<file path="src/rtl/ctrl_pkg.sv">
// Shared definitions for the multicycle ARM-subset control unit.
// Contents: FSM state encoding, ALUControl codes, Op / ImmSrc / ResultSrc /
// ALUSrcB constants and the DP / multiply ALU decode helpers.
package ctrl_pkg;

    typedef enum logic [3:0] {
        S_FETCH   = 4'd0,
        S_DECODE  = 4'd1,
        S_MEMADR  = 4'd2,
        S_MEMRD   = 4'd3,
        S_MEMWB   = 4'd4,
        S_MEMWR   = 4'd5,
        S_EXECR   = 4'd6,
        S_EXECI   = 4'd7,
        S_ALUWB   = 4'd8,
        S_BRANCH  = 4'd9,
        S_EXECMUL = 4'd10,
        S_MULWB   = 4'd11
    } state_t;

    localparam logic [3:0] ALU_ADD   = 4'b0000;
    localparam logic [3:0] ALU_SUB   = 4'b0001;
    localparam logic [3:0] ALU_AND   = 4'b0010;
    localparam logic [3:0] ALU_ORR   = 4'b0011;
    localparam logic [3:0] ALU_EOR   = 4'b0100;
    localparam logic [3:0] ALU_MUL   = 4'b0101;
    localparam logic [3:0] ALU_UMULL = 4'b0110;
    localparam logic [3:0] ALU_SMULL = 4'b0111;

    localparam logic [1:0] OP_DP  = 2'b00;
    localparam logic [1:0] OP_MEM = 2'b01;
    localparam logic [1:0] OP_BR  = 2'b10;
    localparam logic [1:0] OP_UND = 2'b11;

    localparam logic [1:0] IMM_DP  = 2'b00;
    localparam logic [1:0] IMM_MEM = 2'b01;
    localparam logic [1:0] IMM_BR  = 2'b10;

    localparam logic [1:0] RES_ALUOUT    = 2'b00;
    localparam logic [1:0] RES_DATA      = 2'b01;
    localparam logic [1:0] RES_ALURESULT = 2'b10;

    localparam logic [1:0] SRCB_REG  = 2'b00;
    localparam logic [1:0] SRCB_IMM  = 2'b01;
    localparam logic [1:0] SRCB_FOUR = 2'b10;

    localparam logic [3:0] CMD_CMP = 4'b1010;

    function automatic logic [3:0] dp_alu(input logic [3:0] cmd);
        logic [3:0] r;
        case (cmd)
            4'b0100:          r = ALU_ADD;
            4'b0010, 4'b1010: r = ALU_SUB;
            4'b0000:          r = ALU_AND;
            4'b1100:          r = ALU_ORR;
            4'b0001:          r = ALU_EOR;
            default:          r = ALU_ADD;
        endcase
        return r;
    endfunction

    function automatic logic [3:0] mul_alu(input logic [2:0] variant);
        logic [3:0] r;
        case (variant)
            3'b100:  r = ALU_UMULL;
            3'b110:  r = ALU_SMULL;
            default: r = ALU_MUL;
        endcase
        return r;
    endfunction

endpackage

</file>
<file path="src/rtl/multicycle_ctrl_if.sv">
// Controller <-> datapath bundle.
// master: the control unit (consumes Instr/ALUFlags, drives strobes + Flags).
// slave : the datapath side.
interface multicycle_ctrl_if;
    logic [31:0] Instr;
    logic [3:0]  ALUFlags;
    logic        PCWrite;
    logic        RegWrite;
    logic        MemWrite;
    logic        IRWrite;
    logic        AdrSrc;
    logic [1:0]  RegSrc;
    logic        ALUSrcA;
    logic [1:0]  ALUSrcB;
    logic [1:0]  ResultSrc;
    logic [1:0]  ImmSrc;
    logic [3:0]  ALUControl;
    logic        opMul;
    logic        IsLongMul;
    logic [3:0]  Flags;

    modport master (
        input  Instr, ALUFlags,
        output PCWrite, RegWrite, MemWrite, IRWrite, AdrSrc, RegSrc,
               ALUSrcA, ALUSrcB, ResultSrc, ImmSrc, ALUControl,
               opMul, IsLongMul, Flags
    );

    modport slave (
        output Instr, ALUFlags,
        input  PCWrite, RegWrite, MemWrite, IRWrite, AdrSrc, RegSrc,
               ALUSrcA, ALUSrcB, ResultSrc, ImmSrc, ALUControl,
               opMul, IsLongMul, Flags
    );
endinterface

</file>
<file path="src/rtl/multicycle_ctrl_cond_unit.sv">
// Condition unit: architectural NZCV register, CondEx evaluation on the
// stored flags, and masking of flag writes by CondEx.
// Ports: clk, reset (async active-low), cond (Instr[31:28]), alu_flags
// ({N,Z,C,V} from ALU), flag_w ([1] = write NZ, [0] = write CV),
// flags (stored NZCV), cond_ex.
module cond_unit #(
    parameter logic [3:0] RESET_FLAGS = 4'b0000
) (
    input  logic       clk,
    input  logic       reset,
    input  logic [3:0] cond,
    input  logic [3:0] alu_flags,
    input  logic [1:0] flag_w,
    output logic [3:0] flags,
    output logic       cond_ex
);
    logic [3:0] flags_q, flags_d;
    logic       n, z, c, v;

    assign {n, z, c, v} = flags_q;

    always_comb begin
        cond_ex = 1'b0;
        case (cond)
            4'b0000: cond_ex = z;
            4'b0001: cond_ex = ~z;
            4'b0010: cond_ex = c;
            4'b0011: cond_ex = ~c;
            4'b0100: cond_ex = n;
            4'b0101: cond_ex = ~n;
            4'b0110: cond_ex = v;
            4'b0111: cond_ex = ~v;
            4'b1000: cond_ex = c & ~z;
            4'b1001: cond_ex = ~c | z;
            4'b1010: cond_ex = (n == v);
            4'b1011: cond_ex = (n != v);
            4'b1100: cond_ex = ~z & (n == v);
            4'b1101: cond_ex = z | (n != v);
            4'b1110: cond_ex = 1'b1;
            default: cond_ex = 1'b0;   // 1111 = never
        endcase
    end

    always_comb begin
        flags_d = flags_q;
        if (flag_w[1] && cond_ex) flags_d[3:2] = alu_flags[3:2];
        if (flag_w[0] && cond_ex) flags_d[1:0] = alu_flags[1:0];
    end

    always_ff @(posedge clk or negedge reset) begin
        if (!reset) flags_q <= RESET_FLAGS;
        else        flags_q <= flags_d;
    end

    assign flags = flags_q;
endmodule

</file>
<file path="src/rtl/multicycle_ctrl.sv">
// Multicycle ARM-subset main control unit: Moore FSM sequencing each
// instruction and driving all datapath strobes, ALU decode, and the
// condition unit holding NZCV.
// Ports: clk, reset (async active-low), bus (multicycle_ctrl_if.master:
// Instr/ALUFlags in, all control strobes and Flags out).
//
// state   | meaning
// FETCH   | read instr at PC, IR <= mem, PC <= PC+4
// DECODE  | read regs, PC+8 into R15 path, pick class
// MEMADR  | address = Rn +/- imm12
// MEMRD   | data read at computed address
// MEMWB   | load data -> Rd
// MEMWR   | store Rd at computed address
// EXECR   | DP with register operand
// EXECI   | DP with immediate operand
// ALUWB   | ALU result -> Rd (not for CMP)
// BRANCH  | PC <= PC+8 + imm24
// EXECMUL | MUL / UMULL / SMULL in ALU
// MULWB   | multiply result(s) -> regfile
module multicycle_ctrl
    import ctrl_pkg::*;
#(
    parameter logic [3:0] RESET_FLAGS = 4'b0000
) (
    input logic              clk,
    input logic              reset,
    multicycle_ctrl_if.master bus
);
    state_t state_q, state_d;

    logic [1:0] op;
    logic [5:0] funct;
    logic [3:0] cmd;
    logic       mul_class, is_long, is_cmp, dp_arith;
    logic [3:0] alu_dp, alu_mul;
    logic       cond_ex;
    logic [1:0] flag_w;
    logic       unused_instr;

    logic pc_write, reg_write, mem_write, ir_write;

    assign op        = bus.Instr[27:26];
    assign funct     = bus.Instr[25:20];
    assign cmd       = bus.Instr[24:21];
    assign mul_class = (op == OP_DP) && (bus.Instr[25:24] == 2'b00) &&
                       (bus.Instr[7:4] == 4'b1001);
    assign is_long   = (bus.Instr[23:21] == 3'b100) || (bus.Instr[23:21] == 3'b110);
    assign is_cmp    = (cmd == CMD_CMP);
    assign alu_dp    = dp_alu(cmd);
    assign alu_mul   = mul_alu(bus.Instr[23:21]);
    assign dp_arith  = (alu_dp == ALU_ADD) || (alu_dp == ALU_SUB);
    assign unused_instr = ^{bus.Instr[19:8], bus.Instr[3:0]};

    cond_unit #(.RESET_FLAGS(RESET_FLAGS)) u_cond (
        .clk       (clk),
        .reset     (reset),
        .cond      (bus.Instr[31:28]),
        .alu_flags (bus.ALUFlags),
        .flag_w    (flag_w),
        .flags     (bus.Flags),
        .cond_ex   (cond_ex)
    );

    always_ff @(posedge clk or negedge reset) begin
        if (!reset) state_q <= S_FETCH;
        else        state_q <= state_d;
    end

    always_comb begin
        state_d        = state_q;
        pc_write       = 1'b0;
        reg_write      = 1'b0;
        mem_write      = 1'b0;
        ir_write       = 1'b0;
        bus.AdrSrc     = 1'b0;
        bus.RegSrc     = 2'b00;
        bus.ALUSrcA    = 1'b0;
        bus.ALUSrcB    = SRCB_REG;
        bus.ResultSrc  = RES_ALUOUT;
        bus.ImmSrc     = IMM_DP;
        bus.ALUControl = ALU_ADD;
        bus.opMul      = 1'b0;
        bus.IsLongMul  = 1'b0;
        flag_w         = 2'b00;

        case (state_q)
            S_FETCH: begin
                ir_write      = 1'b1;
                pc_write      = 1'b1;
                bus.ALUSrcA   = 1'b1;
                bus.ALUSrcB   = SRCB_FOUR;
                bus.ResultSrc = RES_ALURESULT;
                state_d       = S_DECODE;
            end
            S_DECODE: begin
                // RA2 <- Rd for memory ops (store data); RA1 <- R15 for branches
                bus.RegSrc    = {op == OP_MEM, op == OP_BR};
                bus.ALUSrcA   = 1'b1;
                bus.ALUSrcB   = SRCB_FOUR;
                bus.ResultSrc = RES_ALURESULT;
                case (op)
                    OP_MEM:  state_d = S_MEMADR;
                    OP_BR:   state_d = S_BRANCH;
                    OP_DP: begin
                        if (mul_class)     state_d = S_EXECMUL;
                        else if (funct[5]) state_d = S_EXECI;
                        else               state_d = S_EXECR;
                    end
                    default: state_d = S_FETCH;
                endcase
            end
            S_EXECR, S_EXECI: begin
                bus.ALUSrcB    = (state_q == S_EXECI) ? SRCB_IMM : SRCB_REG;
                bus.ALUControl = alu_dp;
                if (bus.Instr[20] || is_cmp) flag_w = {1'b1, dp_arith};
                state_d = S_ALUWB;
            end
            S_ALUWB: begin
                reg_write = cond_ex & ~is_cmp;
                state_d   = S_FETCH;
            end
            S_MEMADR: begin
                bus.ALUSrcB    = SRCB_IMM;
                bus.ImmSrc     = IMM_MEM;
                bus.ALUControl = bus.Instr[23] ? ALU_ADD : ALU_SUB;
                state_d        = bus.Instr[20] ? S_MEMRD : S_MEMWR;
            end
            S_MEMRD: begin
                bus.AdrSrc = 1'b1;
                state_d    = S_MEMWB;
            end
            S_MEMWB: begin
                bus.ResultSrc = RES_DATA;
                reg_write     = cond_ex;
                state_d       = S_FETCH;
            end
            S_MEMWR: begin
                bus.AdrSrc = 1'b1;
                mem_write  = cond_ex;
                state_d    = S_FETCH;
            end
            S_BRANCH: begin
                bus.RegSrc    = 2'b01;
                bus.ALUSrcB   = SRCB_IMM;
                bus.ImmSrc    = IMM_BR;
                bus.ResultSrc = RES_ALURESULT;
                pc_write      = cond_ex;
                state_d       = S_FETCH;
            end
            S_EXECMUL: begin
                bus.ALUControl = alu_mul;
                bus.opMul      = 1'b1;
                bus.IsLongMul  = is_long;
                // multiplies only ever touch N and Z
                if (bus.Instr[20]) flag_w = 2'b10;
                state_d = S_MULWB;
            end
            S_MULWB: begin
                bus.opMul     = 1'b1;
                reg_write     = cond_ex;
                bus.IsLongMul = is_long & cond_ex;
                state_d       = S_FETCH;
            end
            default: state_d = S_FETCH;
        endcase
    end

    // Strobes are qualified by reset so nothing can write while it is held low,
    // even though the FSM sits in FETCH during reset.
    assign bus.PCWrite  = pc_write  & reset;
    assign bus.IRWrite  = ir_write  & reset;
    assign bus.RegWrite = reg_write & reset;
    assign bus.MemWrite = mem_write & reset;
endmodule

</file>
<file path="src/flat_wrapper.sv">
// flat-port wrapper written by rule: the top's interface ports become plain ports
module multicycle_ctrl_flat import ctrl_pkg::*;
#(
    parameter logic [3:0] RESET_FLAGS = 4'b0000
)
  (clk, reset, bus_Instr, bus_ALUFlags, bus_PCWrite, bus_RegWrite, bus_MemWrite, bus_IRWrite, bus_AdrSrc, bus_RegSrc, bus_ALUSrcA, bus_ALUSrcB, bus_ResultSrc, bus_ImmSrc, bus_ALUControl, bus_opMul, bus_IsLongMul, bus_Flags);
  multicycle_ctrl_if bus_i ();
  input logic clk;
  input logic reset;
  input wire logic [$bits(bus_i.Instr)-1:0] bus_Instr;
  input wire logic [$bits(bus_i.ALUFlags)-1:0] bus_ALUFlags;
  output wire logic [$bits(bus_i.PCWrite)-1:0] bus_PCWrite;
  output wire logic [$bits(bus_i.RegWrite)-1:0] bus_RegWrite;
  output wire logic [$bits(bus_i.MemWrite)-1:0] bus_MemWrite;
  output wire logic [$bits(bus_i.IRWrite)-1:0] bus_IRWrite;
  output wire logic [$bits(bus_i.AdrSrc)-1:0] bus_AdrSrc;
  output wire logic [$bits(bus_i.RegSrc)-1:0] bus_RegSrc;
  output wire logic [$bits(bus_i.ALUSrcA)-1:0] bus_ALUSrcA;
  output wire logic [$bits(bus_i.ALUSrcB)-1:0] bus_ALUSrcB;
  output wire logic [$bits(bus_i.ResultSrc)-1:0] bus_ResultSrc;
  output wire logic [$bits(bus_i.ImmSrc)-1:0] bus_ImmSrc;
  output wire logic [$bits(bus_i.ALUControl)-1:0] bus_ALUControl;
  output wire logic [$bits(bus_i.opMul)-1:0] bus_opMul;
  output wire logic [$bits(bus_i.IsLongMul)-1:0] bus_IsLongMul;
  output wire logic [$bits(bus_i.Flags)-1:0] bus_Flags;
  assign bus_i.Instr = bus_Instr;
  assign bus_i.ALUFlags = bus_ALUFlags;
  assign bus_PCWrite = bus_i.PCWrite;
  assign bus_RegWrite = bus_i.RegWrite;
  assign bus_MemWrite = bus_i.MemWrite;
  assign bus_IRWrite = bus_i.IRWrite;
  assign bus_AdrSrc = bus_i.AdrSrc;
  assign bus_RegSrc = bus_i.RegSrc;
  assign bus_ALUSrcA = bus_i.ALUSrcA;
  assign bus_ALUSrcB = bus_i.ALUSrcB;
  assign bus_ResultSrc = bus_i.ResultSrc;
  assign bus_ImmSrc = bus_i.ImmSrc;
  assign bus_ALUControl = bus_i.ALUControl;
  assign bus_opMul = bus_i.opMul;
  assign bus_IsLongMul = bus_i.IsLongMul;
  assign bus_Flags = bus_i.Flags;
  multicycle_ctrl #(.RESET_FLAGS(RESET_FLAGS)) u_core (.clk(clk), .reset(reset), .bus(bus_i));
endmodule
</file>
<file path="config.mk">
export PLATFORM = sky130hd
export DESIGN_NAME = multicycle_ctrl_flat
export DESIGN_NICKNAME = d
export VERILOG_FILES = /design/src/rtl/ctrl_pkg.sv /design/src/rtl/multicycle_ctrl_if.sv /design/src/rtl/multicycle_ctrl_cond_unit.sv /design/src/rtl/multicycle_ctrl.sv /design/src/flat_wrapper.sv
export SDC_FILE = /design/constraint.sdc
export NUM_CORES = 1
export LEC_CHECK = 0
export CORE_MARGIN = 3
export CORE_UTILIZATION = 35
export DETAILED_ROUTE_END_ITERATION = 8
export PLACE_DENSITY = 0.83
export SLEW_MARGIN = 20
export SYNTH_ARGS = -nofsm -noshare
export SYNTH_HDL_FRONTEND = slang
export SYNTH_SLANG_ARGS = --single-unit
</file>
<file path="constraint.sdc">
create_clock -name clk -period 2.6 [get_ports clk]
set_input_delay 0.26 -clock clk [delete_from_list [all_inputs] [get_ports clk]]
set_output_delay 0.26 -clock clk [all_outputs]
set_load 0.005 [all_outputs]
</file>
==> run summary, run 1 <==
Rows: 18
Vias: 1189
vias in the first global route: 1182
gr usage total: 18.8%
NetSw: 509 uW
critical path launch point type: register
die width: 59.0 um
final worst path period share: 96.5%
Max-cap violations: 0
Die Y: 59.0 um
Seq pwr share: 27.0%
Inst Count DP: 207
core box area: 2570 um^2
Clk network pwr share: 8.4%
WL/cell: 14.6 um
Worst setup EP type: output pin
Routed Antenna Nets: 0
clk_lat worst skew: 0.26 ns
non-filler cells, final: 211
combinational power share: 64.6%
Final Critical Period: 2.51 ns
clock slew at reported path FFs: 0.06 ns
Crit-path slowest cell: dfrtp_2
crit path DAT: 2.25 ns
multi-input logic area: 729 um^2
WP buf/inv: 2
initial drt markers: 40
register area: 201 um^2
actual slew at the worst max-slew pin: 0.530 ns
diode count: 0
Seq/Total Area, Yosys: 20.3%
die area: 3490 um^2
Top delay family on crit path: compound AO/OA/AOI/OAI gates
Max Freq: 398 MHz
routability cong.: 0.895
synthesized instance count: 132
Worst EP required: 2.34 ns
LEAKAGE: 0.000644 uW
slew margin rel.: 64.2%
status: finished, final reports clean
Total Wirelength: 3.09 mm
Syn Area/Cell: 7.46 um^2
CP max FO: 9
ys flop type: dfrtp_1
largest net degree at the start of global routing: 15
number of synthesized flops with an enable pin: 0
cts bufs inserted: 3
crit path cell chain: mux2_1 > a211oi_2 > nor3_2 > a211oi_2 > nand2b_4 > buf_4 > nor3_1 > dlygate4sd2_1
Sw Share: 42.2%
share of layout cells above drive strength 1: 16.0%
fillers: 238
area growth from synthesis to layout: 57.1%
Critical Path Max Stage Delay: 0.45 ns
critical path class: register to output pin
Mapped Area: 985 um^2
reg2reg setup slack: 0.41 ns
worst min-delay path class: input pin to async pin
grt ovf: 0
most frequent CP cell: a211oi_2
Clock Tree Buf Depth: 2
PD cells: 780 nW/um^2
Post-DP Area: 1490 um^2
initial antenna violation count: 0
Syn Nets: 170
Slew Viols, Final: 0
Synth cell types: 47
Final Skew: 0.00317 ns
H-tree Lvls: 1
DR pass1 iterations: 4
nets@finish: 221
RSZ-0062 raised after global routing: false
hold-fix buffers at CTS: 0
final hold vios: 0
Port Buffers: 44
post-DR vias/cell: 5.64
Final setup viols: 0
asr flop ratio synth: 100%
residual DRC count: 0
Boundary Pins: 62
CTS tree: yes
FF+latch count, synth: 8
Internal Pwr Total: 697 uW
worst vdd ir: 428 uV
root buf cell: clkbuf_4
detailed-placement wirelength estimate: 2.43 mm
CTS Sinks: 8
first-pass GRT wire length: 5.09 mm
Syn. warnings: 0
Design Area, Final: 1550 um^2
initial core utilization: 38.4%
[metal layers]
layer  vias up  track usage, %  routed length, um  share of wire, %
met3         9            4.14                179               5.8
met4         0            6.47                 55               1.8
met5         -               0                  0                 0
li1        576               -                  -                 -
met2        44            32.6               1620                52
met1       560            22.8               1240                40
[metrics by stage]
stage	utilization [%]	TNS [ns]	setup WS, ns	total power [uW]	hold slack (ns)
global placement	58.0	-0.507	-0.169	1070	0.535
finish	60.2	0	0.0904	1210	0.406
detailed placement	58.0	-0.804	-0.227	1090	0.555
CTS	59.8	0	0.0590	1200	0.413
floorplan	-	0	0.734	700	-0.0356
global route	60.2	0	0.0182	1310	0.419
[power groups by stage]
stage	registers (uW)	logic [uW]	clock network, uW
CTS	320	784	102
global placement	322	747	0
global route	344	853	109
floorplan	242	457	0
detailed placement	321	770	0
finish	325	779	101
[what timing repair did]
item                                    4_1_cts  5_1_grt
cloned                                        0        0
pin swaps                                     4        3
gates resized for setup                       9        4
setup buffers                                 1        0
endpoints found under the setup margin        4        1
[placed cells by master (no fill, tap or decap), types with 2 or more instances in the layout]
cell,instances
mux2_1,5
dlymetal6s2s_1,2
xnor2_1,2
dfrtp_1,7
nor2_1,16
or2b_1,2
nand3b_1,3
a21oi_1,4
clkdlybuf4s50_1,37
nand2b_1,10
a32oi_1,2
buf_4,11
nor3_1,3
dlygate4sd2_1,5
nor4_1,2
nand2_1,6
clkbuf_4,3
o21ai_0,12
nand3_1,3
a211oi_2,5
inv_1,6
nor2b_1,5
o211ai_1,2
o31ai_1,2
[cell usage after synthesis (3+ instances only)]
master,instances,area [um^2]
a21oi_1,4,20.0
nand2_1,6,22.5
nor2_1,16,60.1
dfrtp_1,8,200
a211oi_2,3,37.5
nor2b_1,5,31.3
nand3b_1,3,22.5
nor3_1,4,20.0
nand2b_1,11,68.8
o21ai_0,12,60.1
nand3_1,3,15.0
clkbuf_1,3,11.3
inv_1,6,22.5
mux2_1,5,56.3
[cell type report]
cell class	instances	area share (%)
clock buffer	3	1.46
inverter	6	1.46
multi-input combinational	108	47.2
sequential	8	13.0
tap	30	2.43
timing repair buffer	56	34.5
[worst paths after layout]
kind	from	endpoint	cells past startpoint
worst min-delay path	reset	u_core.u_cond.flags[3]	2
min in group clk	u_core.u_cond.flags[1]	u_core.u_cond.flags[1]	1
worst max register to register	u_core.u_cond.flags[0]	u_core.u_cond.flags[1]	8
max in group asynchronous	reset	u_core.u_cond.flags[3]	2
worst min register to register	u_core.u_cond.flags[1]	u_core.u_cond.flags[1]	1
worst max-delay path	u_core.u_cond.flags[3]	bus_MemWrite	8
[flip-flops by register name (all words and copies together), names as in the netlist]
signal,cells
u_core.u_cond.flags,4
u_core.state_q,4
[cells by family after synthesis]
logic type | after synthesis | synth area share, %
flip-flops | 8 | 20.3
XOR/XNOR | 3 | 2.67
AO/OA/AOI/OAI | 38 | 28.3
AND/OR/NAND/NOR | 60 | 33.5
buffers and inverters | 16 | 7.88
other | 1 | 0.381
multiplexers | 6 | 6.86
Note: power is estimated with default switching activity, not from simulation.
==> run 2: changes to the inputs <==
--- a/config.mk
+++ b/config.mk
@@ -9,6 +9,7 @@
 export CORE_UTILIZATION = 35
 export DETAILED_ROUTE_END_ITERATION = 8
 export PLACE_DENSITY = 0.83
+export SKIP_CTS_REPAIR_TIMING = 1
 export SLEW_MARGIN = 20
 export SYNTH_ARGS = -nofsm -noshare
 export SYNTH_HDL_FRONTEND = slang
==> constraint.sdc (replaced) <==
create_clock -name clk -period 2.6 [get_ports clk]
set_input_delay 0.26 -clock clk [delete_from_list [all_inputs] [get_ports clk]]
set_output_delay 0.26 -clock clk [all_outputs]
set_load 0.01 [all_outputs]
==> run summary, run 2 (same netlist as run 1, synthesis figures left out) <==
H-tree Lvls: 1 (unchanged)
Worst setup EP type: output pin
core box area: 2570 um^2 (unchanged)
CP max FO: 8 (-1)
PD cells: 810 nW/um^2 (+3.9%)
combinational power share: 66.2% (+1.6 points)
crit path DAT: 2.23 ns (-0.02 ns)
Final setup viols: 0 (unchanged)
Top delay family on crit path: buffers and inverters
Port Buffers: 44 (unchanged)
final worst path period share: 95.9% (-0.60 points)
Rows: 18 (unchanged)
Critical Path Max Stage Delay: 0.43 ns (-0.02 ns)
Crit-path slowest cell: clkdlybuf4s50_1
routability cong.: 0.900 (+0.55%)
area growth from synthesis to layout: 58.5%
CTS Sinks: 8 (unchanged)
Final Skew: 0.00737 ns (+0.00420 ns)
commonest non-fill, non-tap cells in the layout: clkdlybuf4s50_1, nor2_1, buf_4, o21ai_0, nand2b_1
worst reg2reg path endpoint: u_core.u_cond.flags[1]
initial core utilization: 38.4% (unchanged)
crit path cell chain: clkdlybuf4s50_1 > buf_4 > or2b_1 > a211oi_1 > nor3_1 > a211oi_2 > buf_4 > buf_4 > a21oi_1 > dlymetal6s2s_1
WL/cell: 13.8 um (-5.6%)
status: finished, final reports clean
detailed-placement wirelength estimate: 2.32 mm (-4.5%)
worst min-delay path class: input pin to async pin
clock slew at reported path FFs: 0.06 ns (about the same)
Boundary Pins: 62 (unchanged)
largest net degree at the start of global routing: 15 (unchanged)
Clk network pwr share: 7.9% (-0.5 points)
Final Critical Period: 2.49 ns (-0.0156 ns)
critical path class: input pin to output pin
Internal Pwr Total: 707 uW (+1.5%)
Design Area, Final: 1560 um^2 (+0.89%)
root buf cell: clkbuf_4
Worst EP required: 2.34 ns (about the same)
Total Power: 1260 uW (+4.9%)
nets@finish: 223 (+0.90%)
reg2reg setup slack: 0.24 ns (-0.17 ns)
vias in the first global route: 1150 (-2.7%)
most frequent CP cell: buf_4
initial antenna violation count: 0 (unchanged)
Seq pwr share: 25.9% (-1.1 points)
Die Y: 59.0 um (unchanged)
Slew Viols, Final: 0 (unchanged)
final hold vios: 0 (unchanged)
Vias: 1174 (-1.3%)
diode count: 0 (unchanged)
gr usage total: 17.9% (-0.87 points)
Routed Antenna Nets: 0 (unchanged)
residual DRC count: 0 (unchanged)
critical path launch point type: input pin
NetSw: 557 uW (+9.4%)
LEAKAGE: 0.000693 uW (+7.6%)
CTS tree: yes
share of layout cells above drive strength 1: 15.3% (-0.72 points)
actual slew at the worst max-slew pin: 0.654 ns (+0.124 ns)
Clock Tree Buf Depth: 2 (unchanged)
RSZ-0062 raised after global routing: false
initial drt markers: 41 (+2.5%)
Post-DP Area: 1500 um^2 (+0.50%)
grt ovf: 0 (unchanged)
commonest non-fill, non-tap cell in the layout: clkdlybuf4s50_1
die width: 59.0 um (unchanged)
WP buf/inv: 5 (+3)
Crit Reg-Reg Startpoint: u_core.u_cond.flags[3]
post-DR vias/cell: 5.51 (-2.2%)
slew margin rel.: 55.8% (-8.4 points)
die area: 3490 um^2 (unchanged)
cts bufs inserted: 3 (unchanged)
DR pass1 iterations: 4 (unchanged)
Reg2Reg Depth: 9 (+1)
worst vdd ir: 413 uV (-3.5%)
Inst Count DP: 208 (+0.48%)
Total Wirelength: 2.95 mm (-4.7%)
Sw Share: 44.0% (+1.8 points)
non-filler cells, final: 213 (+0.95%)
Max Freq: 401 MHz (+0.63%)
Hold Slack: 0.404 ns (-0.00209 ns)
Max-cap violations: 0 (unchanged)
clk_lat worst skew: 0.27 ns (about the same)
first-pass GRT wire length: 4.92 mm (-3.4%)
[run 2: changes by cell type in the layout (fill, tap and decap cells not counted), moves of 2 or more]
cell and change:
dlymetal6s2s_1 +3, buf_4 +3, dlygate4sd2_1 -5, clkdlybuf4s50_1 +2
[run 2: worst reg2reg max path, stage by stage (launching register included)]
cell and delay, ns:
dfrtp_1 0.47, xnor2_1 0.26, nand3_1 0.12, a311oi_2 0.29, a211oi_2 0.11, buf_4 0.15
buf_4 0.13, buf_4 0.13, a211oi_2 0.24, mux2_1 0.35
[run 2: power by group through the flow]
stage / clock (uW) / combinational [uW] / sequential [uW]
2_1_floorplan: 0 / 497 / 254
3_3_place_gp: 0 / 800 / 322
3_5_place_dp: 0 / 817 / 325
4_1_cts: 96.7 / 824 / 323
5_1_grt: 112 / 913 / 349
6_report: 100 / 837 / 327
[run 2: worst max-delay path by stage]
stage,from,end,depth (start not counted)
finish,bus_Instr[28],bus_IsLongMul,10
global route,bus_Instr[28],bus_IsLongMul,10
CTS,bus_Instr[30],bus_MemWrite,8
detailed placement,bus_Instr[30],bus_MemWrite,8
global placement,bus_Instr[30],bus_MemWrite,8
floorplan,u_core.u_cond.flags[3],bus_PCWrite,6
[run 2: final cells by class]
cell class | count | area [um^2]
fill | 235 | 1010
multi-input combinational | 108 | 719
inverter | 6 | 22.5
timing repair buffer | 58 | 558
tap | 30 | 37.5
sequential | 8 | 200
clock buffer | 3 | 22.5
[run 2: per-layer routing]
| metal | wire (um) | GRT usage, % | share of wire, % | vias up |
|---|---|---|---|---|
| met2 | 1510 | 30.9 | 51 | 47 |
| met1 | 1140 | 21.8 | 39 | 543 |
| met3 | 240 | 4.58 | 8.1 | 6 |
| met5 | 0 | 0 | 0 | - |
| met4 | 56 | 5.50 | 1.9 | 0 |
| li1 | - | - | - | 578 |
[run 2: metrics by stage]
stage	worst slack [ns]	util [%]	setup TNS, ns
floorplan	0.710	-	0
global route	0.0416	60.8	0
detailed placement	-0.242	58.3	-0.968
finish	0.106	60.8	0
CTS	-0.246	59.2	-0.920
global placement	-0.202	58.3	-0.634
